`src/rtl/l1d_mshr_alloc.sv`:
```
// L1D MSHR entry allocator: tracks free entries in a bit vector and offers the lowest
// free index through a registered one-entry stage; retired entries return via release.
`ifndef L1D_MSHR_ID_WIDTH
`define L1D_MSHR_ID_WIDTH 3
`endif

module l1d_mshr_alloc #(
    parameter int ENTRY_NUM = 8,
    parameter int ID_WIDTH  = `L1D_MSHR_ID_WIDTH
) (
    input  logic                clk,
    input  logic                rst_n,
    output logic                alloc_vld,
    input  logic                alloc_rdy,
    output logic [ID_WIDTH-1:0] alloc_index,
    input  logic                release_vld,
    input  logic [ID_WIDTH-1:0] release_index,
    output logic [ID_WIDTH:0]   free_cnt,
    output logic                full,
    output logic                release_err
);

    logic [ENTRY_NUM-1:0] free_reg;
    logic [ENTRY_NUM-1:0] free_next;
    logic                 alloc_vld_reg;
    logic                 alloc_vld_next;
    logic [ID_WIDTH-1:0]  alloc_index_reg;
    logic [ID_WIDTH-1:0]  alloc_index_next;
    logic [ID_WIDTH:0]    free_cnt_reg;
    logic [ID_WIDTH:0]    free_cnt_next;
    logic                 release_err_reg;
    logic                 release_err_next;

    logic [ENTRY_NUM-1:0] rel_hit;
    logic [ENTRY_NUM-1:0] pick_oh;
    logic [ID_WIDTH-1:0]  pick_idx;
    logic                 pick_any;
    logic                 transfer;
    logic                 load;
    logic                 rel_legal;

    // Out-of-range indices decode to no hit, which makes them illegal automatically.
    generate
        for (genvar gi = 0; gi < ENTRY_NUM; gi++) begin : g_decode
            assign rel_hit[gi] = release_vld && (release_index == ID_WIDTH'(gi));
            assign pick_oh[gi] = pick_any && (pick_idx == ID_WIDTH'(gi));
        end
    endgenerate

    always_comb begin
        pick_idx = '0;
        pick_any = 1'b0;
        for (int i = ENTRY_NUM - 1; i >= 0; i--) begin
            if (free_reg[i]) begin
                pick_idx = ID_WIDTH'(i);
                pick_any = 1'b1;
            end
        end
    end

    assign transfer  = alloc_vld_reg && alloc_rdy;
    assign load      = !alloc_vld_reg || alloc_rdy;
    // The staged index stays illegal to release even while it is transferring.
    assign rel_legal = (|rel_hit) && !(|(rel_hit & free_reg))
                       && !(alloc_vld_reg && (alloc_index_reg == release_index));

    always_comb begin
        free_next        = free_reg;
        alloc_vld_next   = alloc_vld_reg;
        alloc_index_next = alloc_index_reg;
        free_cnt_next    = free_cnt_reg + (ID_WIDTH+1)'(rel_legal) - (ID_WIDTH+1)'(transfer);
        release_err_next = release_vld && !rel_legal;
        if (rel_legal) begin
            free_next = free_next | rel_hit;
        end
        if (load) begin
            alloc_vld_next = pick_any;
            if (pick_any) begin
                alloc_index_next = pick_idx;
                free_next        = free_next & ~pick_oh;
            end
        end
    end

    always_ff @(posedge clk or negedge rst_n) begin
        if (!rst_n) begin
            free_reg        <= '1;
            alloc_vld_reg   <= 1'b0;
            alloc_index_reg <= '0;
            free_cnt_reg    <= (ID_WIDTH+1)'(ENTRY_NUM);
            release_err_reg <= 1'b0;
        end else begin
            free_reg        <= free_next;
            alloc_vld_reg   <= alloc_vld_next;
            alloc_index_reg <= alloc_index_next;
            free_cnt_reg    <= free_cnt_next;
            release_err_reg <= release_err_next;
        end
    end

    assign alloc_vld   = alloc_vld_reg;
    assign alloc_index = alloc_index_reg;
    assign free_cnt    = free_cnt_reg;
    assign full        = (free_cnt_reg == '0);
    assign release_err = release_err_reg;

endmodule

```
`config.mk`:
```
export PLATFORM = sky130hd
export DESIGN_NAME = l1d_mshr_alloc
export DESIGN_NICKNAME = d
export VERILOG_FILES = /design/src/rtl/l1d_mshr_alloc.sv
export SDC_FILE = /design/constraint.sdc
export NUM_CORES = 1
export LEC_CHECK = 0
export BUFFER_PORTS_ARGS = -buffer_cell sky130_fd_sc_hd__buf_4
export CORE_MARGIN = 1
export CORE_UTILIZATION = 35
export CTS_CLUSTER_DIAMETER = 60
export DETAILED_ROUTE_END_ITERATION = 8
export GPL_ROUTABILITY_DRIVEN = 0
export SYNTH_ARGS = -nofsm -noshare
export SYNTH_HDL_FRONTEND = slang
export SYNTH_SLANG_ARGS = --single-unit
```
`constraint.sdc`:
```
create_clock -name clk -period 4 [get_ports clk]
set_input_delay 0.6 -clock clk [delete_from_list [all_inputs] [get_ports clk]]
set_output_delay 0.6 -clock clk [all_outputs]
set_load 0.1 [all_outputs]
```
==> metrics.yaml <==
logic_synthesis:
  synth-compound-area-share: 0.184
  synth_top_family_by_area: "compound AO/OA/AOI/OAI gates"
  yosysUniqueCellTypes: 32
  yosys_warnings: 0
  synth_cells: 101
  synth_xor_area_frac: 0.0435
  synth_seq_cells: 17
  synth-edff-count: 0
  syn-num-nets: 114
  synth-simple-area-share: 0.166
  synth_area_sq_um: 1010
  synth_adder_area_share: 0.0820
  synth-main-ff-cell: "dfstp_2"
  synthMuxAreaShare: 0.0311
  synth.avg_cell_area_sq_um: 9.97
  seq_area_frac_synth: 0.434
  synth-async-reset-ratio: 1.00
critical_path:
  worstPathArrival_ns: 2.62
  worstReg2RegStart: "alloc_index[0]"
  rr_worst_depth: 9
  critPathLaunchType: "input port"
  crit_path_top_delay_cell: "a41oi_1"
  critPathCaptureType: "flip-flop"
  critPathMaxStageDelay_ns: 0.48
  worst_ep_required_time_ns: 4.20
  rr_endpoint: "free_cnt[1]"
  critPathMaxFanout: 9
  worstSetupPathType: "input port to flip-flop"
  reg2reg_slack_ns: 1.60
  crit_chain: "buf_4 -> xnor2_1 -> a41oi_1 -> nand4_1 -> ha_1 -> inv_1 -> ha_1 -> inv_1 -> fa_1 -> inv_1"
  cp_common_cell: "inv_1"
drt:
  remaining_drc_errors: 0
  wire_per_inst_microns: 14.6
  firstDrtPassIters: 4
  drtIter0Drc: 28
  via_per_inst: 5.65
  via_count: 842
  routed_wl_mm: 2.18
  detail-route-antenna-nets: 0
place:
  placed_area_sq_um: 1150
  dp.cells: 145
  port_buffers: 16
  dpl.hpwl_mm: 1.62
final_layout:
  nNetsFinal: 132
  stdcell_count: 149
  final_area_sq_um: 1180
  antenna_cells: 0
  layout-drive-gt1-share: 0.297
  area_growth_syn_to_layout_pct: 17.0
  largest_reg_flops: 8
floorplanning:
  core_sq_um: 2730
  rows: 19
  initial_core_util: 0.368
  die_height_microns: 55.6
  design.portCount: 17
  die_area_sq_um: 3100
  dieWidth_microns: 55.6
sta:
  fmax_mhz: 412
  skew_ns: 0.00288
  maxSlewViolCount: 0
  maxSlewHeadroom: 0.581
  worstMarginPinSlew_ns: 0.628
  hold_violations: 0
  rsz0062_at_grt: "false"
  finalSetupViolations: 0
  fin_crit_ns: 2.43
  tns_ns: 0
  finalCritPeriodShare: 0.606
run:
  drv_cap: 0
grt:
  grt_pass1_vias: 778
  track_usage: 0.154
  grt_max_degree: 18
  gr-total-overflow: 0
  grt_antenna_before_repair: 0
  grt_first_pass_wirelength_mm: 3.73
status:
  status: "finished, final reports clean"
min_path:
  min_path_type: "input port to asynchronous set/reset pin"
clock_network:
  numClockSinks: 17
  cts.clk_slew.worst_paths_ns: 0.10
  post_cts_buffers: 0
  cts_tree: "yes"
  cts_max_level: 1
  cts-buffers-inserted: 3
  clk-insertion-delay-late_ns: 0.29
  cts_hold_buf: 0
  cts-resized-gates: 0
  clockBufferDepth: 2
  clockRootBuffer: "clkbuf_4"
[cell usage after synthesis, types with 2 or more instances]
| cell type | n | area (sq um) |
|---|---|---|
| nand2_1 | 7 | 26.3 |
| nand2b_1 | 3 | 18.8 |
| nand4_1 | 2 | 12.5 |
| dfrtp_1 | 8 | 200 |
| dfstp_2 | 9 | 236 |
| nor3_1 | 2 | 10.0 |
| o21ai_0 | 5 | 25.0 |
| ha_1 | 5 | 62.6 |
| buf_2 | 3 | 15.0 |
| xnor2_1 | 4 | 35.0 |
| o31ai_1 | 3 | 22.5 |
| a21oi_1 | 5 | 25.0 |
| o41ai_1 | 6 | 52.6 |
| mux2i_1 | 2 | 20.0 |
| a41oi_1 | 4 | 35.0 |
| nor2_1 | 5 | 18.8 |
| or3_2 | 2 | 15.0 |
| inv_1 | 12 | 45.0 |
[stage by stage]
| step | hold slack (ns) | worst slack, ns | utilization |
|---|---|---|---|
| after global placement | 0.479 | 1.33 | 0.421 |
| after floorplan | 0.304 | 0.147 | - |
| after CTS | 0.151 | 1.59 | 0.431 |
| after global routing | 0.151 | 1.47 | 0.431 |
| after detailed placement | 0.480 | 1.28 | 0.421 |
| final | 0.147 | 1.57 | 0.431 |
[worst max path at each step]
| stage | startpoint | to | slack [ns] | depth (start not counted) |
|---|---|---|---|---|
| after global placement | release_index[0] | free_cnt[1] | 1.33 | 10 |
| final | release_index[0] | free_cnt[1] | 1.57 | 10 |
| after global routing | release_index[0] | free_cnt[2] | 1.47 | 10 |
| after detailed placement | release_index[0] | free_cnt[1] | 1.28 | 10 |
| after CTS | release_index[0] | free_cnt[1] | 1.59 | 10 |
| after floorplan | free_cnt[2] | full | 0.15 | 3 |
[routing by layer]
layer / wire [microns] / track usage / up-vias / share of wire
met2: 1130 / 0.255 / 28 / 0.52
met5: 0 / 0 / - / 0
met1: 896 / 0.189 / 408 / 0.41
li1: - / - / 402 / -
met3: 123 / 0.0349 / 4 / 0.056
met4: 27 / 0.0786 / 0 / 0.012
[kinds of logic after synthesis]
group / after synthesis
buffers and inverters: 15
muxes: 3
and+or+nand+nor: 29
DFF: 17
adders and majority gates: 6
AOI/OAI and AO/OA: 26
xor gates and xnor gates: 5
[critical path: cells and delay by family]
kind / cells / cell delay [ns]
AND/OR/NAND/NOR: 1 / 0.17
XOR/XNOR: 1 / 0.13
AO/OA/AOI/OAI: 1 / 0.48
adder cells (fa/ha/maj): 3 / 0.94
buffers and inverters: 4 / 0.29
[cells in the final DEF (no fill, tap or decap), types with 3 or more instances in the layout]
cell type  netlist  routed
ha_1             5       5
dfstp_2          9       9
buf_4            0      16
a21oi_1          5       5
nor2_1           5       5
xnor2_1          4       4
nand2b_1         3       3
o41ai_1          6       6
o21ai_0          5       5
o31ai_1          3       3
dfrtp_1          8       8
inv_1           12      12
nand2_1          7       7
clkbuf_4         0       3
a41oi_1          4       4
[final cells by class]
cell class	instances	area, sq um
clock buffer	3	22.5
clock inverter	1	5.00
fill	261	1560
inverter	12	45.0
multi-input combinational	69	510
sequential	17	437
tap	31	38.8
timing repair buffer	16	120
Power is not shown: default switching activity piles up to over one toggle a cycle in this logic, so the estimate is an artifact.
